**src/rtl/fft_run_ctrl.sv**
```systemverilog
// Run controller for the fft8/fft16/fft32 engines: accepts one sized request,
// launches and enables exactly one engine, waits for done with a timeout, holds the result.
module fft_run_ctrl #(
  parameter int unsigned TIMEOUT = 64,
  parameter int unsigned CNT_W   = 16
) (
  input  logic             clk_i,
  input  logic             rst_i,
  input  logic             req_valid_i,
  output logic             req_ready_o,
  input  logic [1:0]       req_size_i,
  output logic [2:0]       start_o,
  output logic [2:0]       en_o,
  input  logic [2:0]       done_i,
  output logic             out_valid_o,
  input  logic             out_ready_i,
  output logic [1:0]       out_size_o,
  output logic             busy_o,
  output logic             err_o,
  output logic [1:0]       err_code_o,
  output logic [CNT_W-1:0] frame_cnt_o
);

  localparam logic [1:0] S_IDLE   = 2'd0;
  localparam logic [1:0] S_LAUNCH = 2'd1;
  localparam logic [1:0] S_BUSY   = 2'd2;
  localparam logic [1:0] S_HOLD   = 2'd3;

  localparam int unsigned       TMR_W    = $clog2(TIMEOUT);
  localparam logic [TMR_W-1:0]  TMR_LAST = TMR_W'(TIMEOUT - 1);

  logic [1:0]       r_state;
  logic [1:0]       r_sel;
  logic [TMR_W-1:0] r_timer;
  logic             r_req_ready;
  logic [2:0]       r_start;
  logic [2:0]       r_en;
  logic             r_out_valid;
  logic [1:0]       r_out_size;
  logic             r_busy;
  logic             r_err;
  logic [1:0]       r_err_code;
  logic [CNT_W-1:0] r_frame_cnt;

  logic [1:0] w_state_nx;
  logic [1:0] w_sel_nx;
  logic [2:0] w_sel_oh;
  logic [2:0] w_sel_nx_oh;
  logic       w_accept;
  logic       w_legal;
  logic       w_illegal_req;
  logic       w_done_sel;
  logic       w_timeout;
  logic       w_handshake;

  function automatic logic [2:0] size_onehot(input logic [1:0] s);
    case (s)
      2'd0:    size_onehot = 3'b001;
      2'd1:    size_onehot = 3'b010;
      2'd2:    size_onehot = 3'b100;
      default: size_onehot = 3'b000;
    endcase
  endfunction

  // Requests are only taken while req_ready_o is actually advertised.
  always_comb begin
    w_accept      = (r_state == S_IDLE) && r_req_ready && req_valid_i;
    w_legal       = (req_size_i != 2'd3);
    w_illegal_req = w_accept && !w_legal;
    w_sel_oh      = size_onehot(r_sel);
    w_done_sel    = |(done_i & w_sel_oh);
    w_timeout     = (r_state == S_BUSY) && !w_done_sel && (r_timer == TMR_LAST);
    w_handshake   = (r_state == S_HOLD) && out_ready_i;
    w_sel_nx      = (w_accept && w_legal) ? req_size_i : r_sel;
    w_sel_nx_oh   = size_onehot(w_sel_nx);
  end

  always_comb begin
    w_state_nx = r_state;
    case (r_state)
      S_IDLE:   if (w_accept && w_legal) w_state_nx = S_LAUNCH;
      S_LAUNCH: w_state_nx = S_BUSY;
      S_BUSY: begin
        if (w_done_sel)     w_state_nx = S_HOLD;
        else if (w_timeout) w_state_nx = S_IDLE;
      end
      S_HOLD:   if (out_ready_i) w_state_nx = S_IDLE;
      default:  w_state_nx = S_IDLE;
    endcase
  end

  // Outputs are registered from the next-state so they line up with the state they describe.
  always_ff @(posedge clk_i or posedge rst_i) begin
    if (rst_i) begin
      r_state     <= S_IDLE;
      r_sel       <= '0;
      r_timer     <= '0;
      r_req_ready <= 1'b0;
      r_start     <= '0;
      r_en        <= '0;
      r_out_valid <= 1'b0;
      r_out_size  <= '0;
      r_busy      <= 1'b0;
      r_err       <= 1'b0;
      r_err_code  <= '0;
      r_frame_cnt <= '0;
    end else begin
      r_state     <= w_state_nx;
      r_sel       <= w_sel_nx;
      if (r_state == S_LAUNCH)    r_timer <= '0;
      else if (r_state == S_BUSY) r_timer <= r_timer + TMR_W'(1);
      r_req_ready <= (w_state_nx == S_IDLE);
      r_start     <= (w_state_nx == S_LAUNCH) ? w_sel_nx_oh : 3'b000;
      r_en        <= (w_state_nx != S_IDLE) ? w_sel_nx_oh : 3'b000;
      r_out_valid <= (w_state_nx == S_HOLD);
      r_busy      <= (w_state_nx != S_IDLE);
      if (w_accept && w_legal) r_out_size <= req_size_i;
      r_err       <= w_illegal_req || w_timeout;
      if (w_illegal_req)  r_err_code <= 2'd1;
      else if (w_timeout) r_err_code <= 2'd2;
      if (w_handshake) r_frame_cnt <= r_frame_cnt + CNT_W'(1);
    end
  end

  assign req_ready_o = r_req_ready;
  assign start_o     = r_start;
  assign en_o        = r_en;
  assign out_valid_o = r_out_valid;
  assign out_size_o  = r_out_size;
  assign busy_o      = r_busy;
  assign err_o       = r_err;
  assign err_code_o  = r_err_code;
  assign frame_cnt_o = r_frame_cnt;

endmodule

```
**config.mk**
```make
export PLATFORM = sky130hd
export DESIGN_NAME = fft_run_ctrl
export DESIGN_NICKNAME = d
export VERILOG_FILES = /design/src/rtl/fft_run_ctrl.sv
export SDC_FILE = /design/constraint.sdc
export NUM_CORES = 1
export LEC_CHECK = 0
export CAP_MARGIN = 20
export CORE_MARGIN = 2
export CORE_UTILIZATION = 30
export DETAILED_ROUTE_END_ITERATION = 8
export HOLD_SLACK_MARGIN = 0.15
export PLACE_DENSITY_LB_ADDON = 0.25
export SYNTH_ARGS = -nofsm -noshare
export SYNTH_HDL_FRONTEND = slang
export SYNTH_SLANG_ARGS = --single-unit
```
**constraint.sdc**
```tcl
create_clock -name clk_i -period 3.9 [get_ports clk_i]
set_input_delay 0.975 -clock clk_i [delete_from_list [all_inputs] [get_ports clk_i]]
set_output_delay 0.975 -clock clk_i [all_outputs]
set_load 0.05 [all_outputs]
```
# Word level (Yosys, flattened, before mapping)
# Index checks and enable logic that the tools add are counted.
# W data, S select, Z words.
op_classes:
  addsub: 2
  n_eq_ne: 11
  mux: 14
  bitwise: 1
  n_reduce_logical: 18
ops:
  columns: ["op", "n"]
  rows:
  - ["$pmux W3 S3", 2]
  - ["$add A16 B1 Y16 const B", 1]
  - ["$mux W2", 7]
  - ["$mux W6", 2]
  - ["$eq A2 B2 Y1 const B", 5]
  - ["$eq A2 B1 Y1 const B", 4]
  - ["$logic_not A2 Y1", 4]
  - ["$pmux W2 S4", 1]
  - ["$logic_and A1 B1 Y1", 7]
  - ["$add A6 B1 Y6 const B", 1]
  - ["$eq A6 B6 Y1 const B", 1]
  - ["$mux W3", 2]
  - ["$reduce_bool A2 Y1", 3]
  - ["$and A3 B3 Y3", 1]
  - ["$reduce_or A3 Y1", 1]
  - ["$logic_not A1 Y1", 2]
  - ["$ne A2 B2 Y1 const B", 1]
  - ["$logic_or A1 B1 Y1", 1]
word_totals:
  register_bits: 40
  in_bits: 9
  output_inout_bits: 30
  wordCells: 58

# Logic depth before layout (Yosys ltp)
# Gate-level depths: netlist of run 1.
depth:
  depth_word: 12
  depth_mapped: 7
  ltp_nobuf: 6

# Worst setup path before layout of run 1
# OpenSTA, ideal clock, no wires.
synth_timing:
  kind: "input port to flip-flop"
  from: "input done_i[2]"
  to: "register r_err_code[0], in the netlist err_code_o[0]"
  setup_ps: 118
  t_arrival_ps: 1754
  required_ps: 3782
  slack_ps: 2028
  cell_stages: 4
  path_buffers: 0
  cell_sequence: "mux2i_1 > o2bb2ai_1 > or3_1 > a21o_1"
synth_via:
  elab_chain_len: 6
synth_lines:
  columns: ["item", "line_no", "rtl"]
  rows:
  - ["start: declaration", "14", "input logic [2:0] done_i,"]
  - ["$and A3 B3 Y3", "71", "w_done_sel = |(done_i & w_sel_oh);"]
  - ["$reduce_or A3 Y1", "71", null]
  - ["$logic_not A1 Y1", "72", "w_timeout = (r_state == S_BUSY) && !w_done_sel && (r_timer == TMR_LAST);"]
  - ["$logic_and A1 B1 Y1 (2 in series)", "72", null]
  - ["$reduce_bool A2 Y1 (no source line)", null, null]
  - ["end signal: assignment", "105", "r_err_code <= '0;"]
  - ["end signal: assignment", "119", "if (w_illegal_req) r_err_code <= 2'd1;"]
  - ["end signal: assignment", "120", "else if (w_timeout) r_err_code <= 2'd2;"]
  - ["end: declaration", "42", "logic [1:0] r_err_code;"]
# Every way passes these cells.
# A chain may end at the register's enable or synchronous reset.

# Final worst setup path of run 1
layout_timing:
  from: "register r_frame_cnt[5], in the netlist frame_cnt_o[5]"
  to: "output frame_cnt_o[5]"
layout_rtl:
  columns: ["item", "line_no", "rtl"]
  rows:
  - ["start: declaration", "43", "logic [CNT_W-1:0] r_frame_cnt;"]
  - ["start signal: assignment", "121", "if (w_handshake) r_frame_cnt <= r_frame_cnt + CNT_W'(1);"]
  - ["end: declaration", "21", "output logic [CNT_W-1:0] frame_cnt_o"]
# No word-level cell between the ends.

==> out/metrics.yaml, run 1 <==
run_status:
  status: "completed"
power:
  p_leak_nw: 1.05
  total_power_mw: 1.74
  power_density_nw_per_um2: 730
  vdd_drop_max_mv: 0.396
flow_run:
  cap_violations: 0
clocking:
  cts_tree: "done"
  post_cts.resized_instances: 0
  clock_tree.buffer_depth: 2
  cts_setup_buffers: 0
  cts-htree-levels: 2
  cts_buffers: 5
  postCtsHoldBufs: 0
  cts_sinks: 40
  cts_root_buf: "clkbuf_8"
  clk_pin_slew_worst_paths_ps: 80
  insertion_delay_ps: 290
cells_and_area:
  fin_nets: 226
  multi_input_area_sq_um: 779
  seq_area_sq_um: 1000
  diodes: 0
  drive_gt1_share_pct: 8.96
  synthToLayoutAreaGrowth_pct: 30.6
  utilization_pct: 40.4
  fillers: 596
setup_path:
  worstPathArrival_ps: 1570
  end_kind: "primary output"
  critPathMaxStageDelay_ps: 830
  critPathKind: "flip-flop to primary output"
  ff2ff_setup_slack_ps: 2000
  crit_family: "buffers and inverters"
  startpoint_type: "flip-flop"
  crit_chain: "clkdlybuf4s50_1"
  required_ps: 2920
  path_max_fanout: 6
  critical_path_buf_inv_count: 1
  cp_slowest_cell: "clkdlybuf4s50_1"
synth:
  yosysSeqAreaShare_pct: 54.9
  synth_top_cell_by_area: "dfrtp_1"
  netlist_instances: 166
  async_flop_share_pct: 100
  synth_common_cells: "40 x dfrtp_1, 16 x nand2_1, 15 x nor2_1, 11 x xnor2_1, 9 x nand3_1"
  avgSynthCellArea_sq_um: 11.0
  yosysWarnings: 0
  syn-num-nets: 181
  synth.top_cell.area_share_pct: 54.9
  netlist-cell-type-count: 38
  synth_edf_count: 0
  synth_most_common_cell: "dfrtp_1"
  syn_area_sq_um: 1820
  netlist_top_cells_area: "dfrtp_1 55%, xnor2_1 5.3%, ha_1 4.1%, nand2_1 3.3%, nor2_1 3.1%"
  ys_seq_elements: 40
  ys.flop_type: "dfrtp_1"
grt:
  grt_pass1_wl_mm: 6.04
  overflow: 0
  grt_max_degree: 41
  grt_usage_pct: 12.0
  grt_antenna_before_repair: 0
  grt_pass1_vias: 1319
timing:
  hold_viol: 0
  layout_min_cycle_time_ps: 2540
  tightest_slew_ps: 500
  final.setup.tns_ps: 0
  fin_ws_ps: 1360
  fmax_mhz: 393
  fin_crit_sh_pct: 65.2
  slew_viol_final: 0
  setup_viol: 0
  slew_headroom_pct: 66.5
  rsz0062_at_grt: "false"
  skew_ps: 9.80
drt:
  wl_mm: 3.54
  drc_errors: 0
  drt_iter0_markers: 46
  wire_per_inst_microns: 12.3
  dr.pass1.iters: 5
  vias: 1349
  final_antenna_net_count: 0
  drt-vias-per-instance: 4.70
placement:
  pre_cts_ws_ps: 1370
  place_hpwl_mm: 2.64
  port_buffers: 38
  gp_congestion: 0.788
die:
  io_pins: 39
  die_w_microns: 81.9
  start_util_pct: 31.0
  die_h_microns: 81.9
  die_area_sq_um: 6710
  core_area_sq_um: 5890
  num_rows: 28
hold_path:
  hold_class: "flip-flop to flip-flop"
[flip-flops by register name (all words and copies together), names as in the netlist]
| name | flops |
|---|---|
| err_code_o | 2 |
| frame_cnt_o | 16 |
| out_size_o | 2 |
| req_ready_o | 1 |
| r_state | 2 |
| busy_o | 1 |
| r_timer | 6 |
| start_o | 3 |
| out_valid_o | 1 |
| r_sel | 2 |
| en_o | 3 |
| err_o | 1 |
[worst register-to-register path: cells and delay by family, from the launching register on]
kind	cells	cell delay, ps
flip-flops	1	450
AND/OR/NAND/NOR	3	800
AO/OA/AOI/OAI	1	140
adder cells (fa/ha/maj)	1	310
buffers and inverters	1	110
[cell families (layout without fill, tap and decap cells)]
group / Yosys count / count (layout) / share of synthesized area [%]
AO/OA/AOI/OAI: 28 / 28 / 10.1
AND/OR/NAND/NOR: 64 / 64 / 19.0
buffers and inverters: 9 / 55 / 2.27
multiplexers: 4 / 4 / 2.34
adder cells (fa/ha/maj): 6 / 6 / 4.12
flip-flops: 40 / 40 / 54.9
XOR/XNOR: 15 / 15 / 7.21
[metrics by stage]
| stage | cell area [sq um] | cells | hold slack (ps) |
|---|---|---|---|
| floorplan | 1820 | 166 | 470 |
| global placement | 2290 | 279 | 462 |
| detailed placement | 2290 | 279 | 470 |
| CTS | 2380 | 287 | 483 |
| global route | 2380 | 287 | 511 |
| finish | 2380 | 287 | 481 |
[cells in the final DEF, fill, tap and decap left out, types with 5 or more instances in the layout]
master	count
clkbuf_8	5
nor2_1	15
dfrtp_1	40
o22ai_1	5
nand3_1	9
inv_1	8
xnor2_1	11
ha_1	6
clkdlybuf4s50_1	38
nand2_1	16
o21ai_0	6
[power by group]
group	internal [mW]	switching, mW	leakage [nW]
clock network	0.125	0.145	0.0479
registers	0.536	0.0987	0.516
logic	0.300	0.532	0.484
[final cells by class]
| type | count | share of cell area [%] |
|---|---|---|
| repair buffers | 39 | 16.3 |
| well taps | 75 | 3.94 |
| clock inverters | 3 | 0.789 |
| clock buffers | 5 | 2.89 |
| multi-input cells | 117 | 32.8 |
| inverters | 8 | 1.26 |
| flip-flops and latches | 40 | 42.1 |
[path summary, 6_finish.rpt]
kind	start	endpoint	cells past startpoint
hold / removal	frame_cnt_o[15]	frame_cnt_o[15]	1
setup reg to reg	r_state[1]	start_o[0]	6
max in group asynchronous	rst_i	en_o[0]	3
min in group asynchronous	rst_i	frame_cnt_o[11]	3
hold reg to reg	frame_cnt_o[15]	frame_cnt_o[15]	1
setup / recovery	frame_cnt_o[5]	frame_cnt_o[5]	1
[layer usage]
layer	GRT usage, %	wire (microns)	vias up
met5	0	0	-
met2	18.6	1590	35
met3	3.74	176	4
met4	4.50	44	0
met1	15.5	1720	634
li1	-	-	676
No activity file was read; power rests on OpenSTA's default activity.
==> run 2, diff against run 1 <==
==> constraint.sdc (replaced) <==
create_clock -name clk_i -period 2.6 [get_ports clk_i]
set_input_delay 0.65 -clock clk_i [delete_from_list [all_inputs] [get_ports clk_i]]
set_output_delay 0.65 -clock clk_i [all_outputs]
set_load 0.05 [all_outputs]
==> run 2 against run 1 <==
Net effect: setup slack lost 970 ps; clock power grew 58%; global-route usage is essentially flat; cell area grew 0.21%; register-to-register slack lost 1300 ps; critical path depth is the same; core utilization grew 0.085 points; critical endpoint is now frame_cnt_o[9]; largest power group unchanged.
==> out/metrics.yaml, run 2 (same netlist as run 1, synthesis figures left out) <==
placement:
  gp_congestion: 0.788  # about the same
  port_buffers: 38  # unchanged
  place_hpwl_mm: 2.63  # was 2.64 mm
  placed_area_sq_um: 2290  # unchanged
cells_and_area:
  fin_nets: 226  # unchanged
  drive_gt1_share_pct: 8.96  # unchanged
  final_common_cell: "dfrtp_1"  # unchanged
  mostFrequentLayoutCells: "40 x dfrtp_1, 38 x clkdlybuf4s50_1, 16 x nand2_1"  # unchanged
  fillers: 595  # was 596
  fin_area_sq_um: 2380  # about the same
  synthToLayoutAreaGrowth_pct: 30.9  # was 30.6%
  largest_reg_flops: 16  # unchanged
  diodes: 0  # unchanged
timing:
  tightest_slew_ps: 516  # was 500 ps
  holdWs_ps: 478  # was 481 ps
  fin_crit_sh_pct: 85.3
  fmax_mhz: 451
  final.setup.tns_ps: 0  # unchanged
  rsz0062_at_grt: "false"  # unchanged
  setup_viol: 0  # unchanged
  slew_headroom_pct: 65.5  # was 66.5%
  layout_min_cycle_time_ps: 2220
  slew_viol_final: 0  # unchanged
  skew_ps: 5.51  # was 9.80 ps
  hold_viol: 0  # unchanged
power:
  switching_share_pct: 44.0  # was 44.7%
  power_switching_mw: 1.15  # was 0.776 mW
  intPower_mw: 1.47  # was 0.961 mW
  vdd_drop_max_mv: 0.469  # was 0.396 mV
  p_comb_share_pct: 47.5  # was 47.9%
  power_density_nw_per_um2: 1100  # was 730 nW/um^2
  pwr-share-clk_pct: 16.2  # was 15.5%
  p_leak_nw: 1.05  # about the same
  power_frac_seq_pct: 36.3  # was 36.6%
die:
  die_area_sq_um: 6710  # unchanged
  die_h_microns: 81.9  # unchanged
  num_rows: 28  # unchanged
  start_util_pct: 31.0  # unchanged
  die_w_microns: 81.9  # unchanged
  io_pins: 39  # unchanged
  core_area_sq_um: 5890  # unchanged
setup_path:
  path_max_fanout: 6  # unchanged
  worstPathArrival_ps: 1570  # about the same
  end_kind: "primary output"  # unchanged
  required_ps: 1950  # was 2920 ps
  startpoint_type: "flip-flop"  # unchanged
  crit_family: "buffers and inverters"  # unchanged
  crit_chain: "clkdlybuf4s50_1"  # unchanged
  critical_path_buf_inv_count: 1  # unchanged
  cp_slowest_cell: "clkdlybuf4s50_1"  # unchanged
  critPathKind: "flip-flop to primary output"  # unchanged
  critPathMaxStageDelay_ps: 830  # about the same
clocking:
  cts_tree: "done"  # unchanged
  cts_setup_buffers: 0  # unchanged
  clock_tree.buffer_depth: 2  # unchanged
  cts_buffers: 5  # unchanged
  postCtsHoldBufs: 0  # unchanged
  cts_sinks: 40  # unchanged
  cts_root_buf: "clkbuf_8"  # unchanged
  insertion_delay_ps: 290  # about the same
  post_cts.resized_instances: 0  # unchanged
  clk_pin_slew_worst_paths_ps: 80  # about the same
  cts-htree-levels: 2  # unchanged
grt:
  grt_max_degree: 41  # unchanged
  grt_pass1_vias: 1298  # was 1319
  grt_antenna_before_repair: 0  # unchanged
  grt_use_met1_pct: 15.7  # was 15.5%
  top_usage_layer: "met2"  # unchanged
  grt_usage_pct: 12.0  # about the same
  met2_usage_pct: 18.7  # was 18.6%
  overflow: 0  # unchanged
  grt_pass1_wl_mm: 6.10  # was 6.04 mm
  grt_use_met3_pct: 3.41  # was 3.74%
drt:
  wire_per_inst_microns: 12.5  # was 12.3 microns
  drc_errors: 0  # unchanged
  dr.pass1.iters: 4  # was 5
  vias: 1362  # was 1349
  drt-vias-per-instance: 4.75  # was 4.70
  final_antenna_net_count: 0  # unchanged
  drt_iter0_markers: 60  # was 46
  wl_mm: 3.58  # was 3.54 mm
run_status:
  status: "completed"  # unchanged
hold_path:
  hold_class: "flip-flop to flip-flop"  # unchanged
flow_run:
  cap_violations: 0  # unchanged
==> run 2: cell count changes in the layout (fill, tap and decap cells not counted) <==
cell,change
clkbuf_8,+1
clkinv_4,-1
==> run 2: metal layers <==
metal | share of wire [%] | vias up
met5 | 0 | -
met2 | 45 | 38
met1 | 49 | 641
met3 | 5.4 | 6
li1 | - | 677
met4 | 1.3 | 0
==> run 2: layout make-up <==
class	count	area [sq um]	area share, %
Inverter	8	30.0	1.26
Multi-Input combinational cell	117	779	32.7
Clock buffer	6	82.6	3.46
Sequential cell	40	1000	42.0
Clock inverter	2	10.0	0.420
Timing Repair Buffer	39	388	16.3
Tap cell	75	93.8	3.93
==> run 2: final timing paths <==
| check | start | endpoint | slack [ps] | cells past startpoint |
|---|---|---|---|---|
| min | frame_cnt_o[15] | frame_cnt_o[15] | 480 | 1 |
| max | frame_cnt_o[9] | frame_cnt_o[9] | 380 | 1 |
| min in group asynchronous | rst_i | frame_cnt_o[11] | 770 | 3 |
| max reg2reg | r_state[1] | start_o[0] | 680 | 6 |
| max in group asynchronous | rst_i | en_o[1] | 1490 | 3 |
| min reg2reg | frame_cnt_o[15] | frame_cnt_o[15] | 480 | 1 |
==> run 2: power groups by stage <==
stage,Sequential [mW],Clock [mW],Combinational [mW]
after floorplan,1.32,0,0.532
after global placement,0.967,0,1.24
after detailed placement,0.960,0,1.25
after CTS,0.953,0.440,1.25
after global routing,0.984,0.477,1.35
final,0.951,0.426,1.25
==> run 2: metrics by stage <==
stage | setup slack, ps | util (%) | instances | power (mW)
global placement | 350 | 38.9 | 279 | 2.21
detailed placement | 391 | 38.9 | 279 | 2.21
CTS | 369 | 40.5 | 287 | 2.65
floorplan | 895 | - | 166 | 1.85
global route | 307 | 40.5 | 287 | 2.81
finish | 383 | 40.5 | 287 | 2.62
==> run 2: worst reg2reg max path: stages, from the launching register on <==
cell	delay [ps]
dfrtp_1	450
inv_1	110
ha_1	310
nand3_4	150
a21oi_2	150
and3b_1	300
nor4_1	340
==> run 3, diff against run 2 <==
--- a/config.mk
+++ b/config.mk
@@ -6,7 +6,7 @@
 export NUM_CORES = 1
 export LEC_CHECK = 0
 export CAP_MARGIN = 20
-export CORE_MARGIN = 2
+export CORE_MARGIN = 5
 export CORE_UTILIZATION = 30
 export DETAILED_ROUTE_END_ITERATION = 8
 export HOLD_SLACK_MARGIN = 0.15
==> run 3 against run 2 <==
Net effect: critical path depth did not move; core utilization barely moved; routed wire length up 4.7%; fmax down 0.76%; clock power grew 17%; first-iteration DRC count shrank 45%; cell area rose by 0.63%; die area rose by 15%.
==> out/metrics.yaml, run 3 (same netlist as run 1, synthesis figures left out) <==
run_status:
  status: "completed"  # unchanged
setup_path:
  worstPathArrival_ps: 1580  # was 1570 ps
  required_ps: 1950  # about the same
  end_kind: "primary output"  # unchanged
  critical_path_buf_inv_count: 1  # unchanged
  worstRegToRegCells: 6  # unchanged
  crit_start: "frame_cnt_o[9]"  # unchanged
  critPathMaxStageDelay_ps: 840  # was 830 ps
  crit_chain: "clkdlybuf4s50_1"  # unchanged
  critPathKind: "flip-flop to primary output"  # unchanged
  worstReg2RegStart: "r_state[1]"  # unchanged
  cp_slowest_cell: "clkdlybuf4s50_1"  # unchanged
  path_max_fanout: 6  # unchanged
  crit_cells: 1  # unchanged
  startpoint_type: "flip-flop"  # unchanged
  crit_family: "buffers and inverters"  # unchanged
timing:
  setup_viol: 0  # unchanged
  tightest_slew_ps: 506  # was 516 ps
  hold_viol: 0  # unchanged
  slew_viol_final: 0  # unchanged
  layout_min_cycle_time_ps: 2230  # was 2220 ps
  rsz0062_at_grt: "false"  # unchanged
  slew_headroom_pct: 66.2  # was 65.5%
  final.setup.tns_ps: 0  # unchanged
  skew_ps: 5.02  # was 5.51 ps
  fin_crit_sh_pct: 85.9  # was 85.3%
  fmax_mhz: 448  # was 451 MHz
die:
  start_util_pct: 30.8  # was 31.0%
  num_rows: 28  # unchanged
  die_h_microns: 87.9  # was 81.9 microns
  core_area_sq_um: 5920  # was 5890 sq um
  die_w_microns: 87.9  # was 81.9 microns
  io_pins: 39  # unchanged
  die_area_sq_um: 7730  # was 6710 sq um
placement:
  place_hpwl_mm: 2.74  # was 2.63 mm
  gp_congestion: 0.773  # was 0.788
  port_buffers: 38  # unchanged
  place_inst: 279  # unchanged
grt:
  grt_usage_pct: 10.7  # was 12.0%
  overflow: 0  # unchanged
  grt_max_degree: 41  # unchanged
  grt_pass1_vias: 1384  # was 1298
  grt_pass1_wl_mm: 6.54  # was 6.10 mm
  grt_antenna_before_repair: 0  # unchanged
cells_and_area:
  mostFrequentLayoutCells: "40 x dfrtp_1, 38 x clkdlybuf4s50_1, 16 x nand2_1"  # unchanged
  synthToLayoutAreaGrowth_pct: 31.7  # was 30.9%
  instances_no_fill: 287  # unchanged
  largest_reg_flops: 16  # unchanged
  drive_gt1_share_pct: 8.49  # was 8.96%
  fin_nets: 226  # unchanged
  diodes: 0  # unchanged
  final_common_cell: "dfrtp_1"  # unchanged
power:
  total_power_mw: 2.69  # was 2.62 mW
  power_density_nw_per_um2: 1120  # was 1100 nW/um^2
  vdd_drop_max_mv: 0.433  # was 0.469 mV
  p_leak_nw: 1.05  # about the same
drt:
  drc_errors: 0  # unchanged
  dr.pass1.iters: 4  # unchanged
  drt_iter0_markers: 33  # was 60
  drt-vias-per-instance: 4.77  # was 4.75
  wire_per_inst_microns: 13.1  # was 12.5 microns
  final_antenna_net_count: 0  # unchanged
  vias: 1368  # was 1362
  wl_mm: 3.75  # was 3.58 mm
clocking:
  clk_pin_slew_worst_paths_ps: 80  # about the same
  cts_buffers: 5  # unchanged
  post_cts.resized_instances: 0  # unchanged
  cts_root_buf: "clkbuf_8"  # unchanged
  postCtsHoldBufs: 0  # unchanged
  insertion_delay_ps: 290  # about the same
  clock_tree.buffer_depth: 2  # unchanged
  cts_setup_buffers: 0  # unchanged
  cts_tree: "done"  # unchanged
  cts_sinks: 40  # unchanged
  cts-htree-levels: 2  # unchanged
flow_run:
  cap_violations: 0  # unchanged
hold_path:
  hold_depth: 1  # unchanged
  hp-start: "frame_cnt_o[15]"  # unchanged
  hold_class: "flip-flop to flip-flop"  # unchanged
[run 3: changes by cell type in the layout (fill, tap and decap cells not counted)]
cell       change
clkbuf_8       -1
clkinv_2       -1
bufinv_16      +1
clkbuf_1       +1
[run 3: worst paths after layout]
check / end / slack [ps]
max: frame_cnt_o[9] / 370
min: frame_cnt_o[15] / 480
max reg2reg: start_o[0] / 690
min reg2reg: frame_cnt_o[15] / 480
max in group asynchronous: en_o[1] / 1470
min in group asynchronous: frame_cnt_o[14] / 790
[run 3: per-stage QoR]
| stage | setup slack, ps | util, % | hold slack [ps] | area (sq um) |
|---|---|---|---|---|
| floorplan | 895 | - | 470 | 1820 |
| global placement | 350 | 38.7 | 463 | 2290 |
| detailed placement | 353 | 38.7 | 475 | 2290 |
| CTS | 348 | 40.5 | 486 | 2400 |
| global route | 272 | 40.5 | 490 | 2400 |
| finish | 366 | 40.5 | 476 | 2400 |
[run 3: final cells by class]
| type | count | area (sq um) |
|---|---|---|
| clock buffer | 6 | 72.6 |
| clock inverter | 2 | 35.0 |
| fill | 590 | 3520 |
| inverter | 8 | 30.0 |
| multi-input combinational | 117 | 779 |
| sequential | 40 | 1000 |
| tap | 75 | 93.8 |
| timing repair buffer | 39 | 388 |
[run 3: power breakdown]
part           leakage, nW  switching, mW  internal, mW
logic                0.484          0.789         0.450
clock network       0.0552          0.214         0.285
registers            0.516          0.149         0.805
[run 3: layer usage]
metal	vias up	global-route usage, %	part of all wire, %
li1	674	-	-
met1	651	14.2	47
met2	36	16.2	44
met3	7	3.57	7.1
met4	0	4.18	1.6
met5	-	0	0
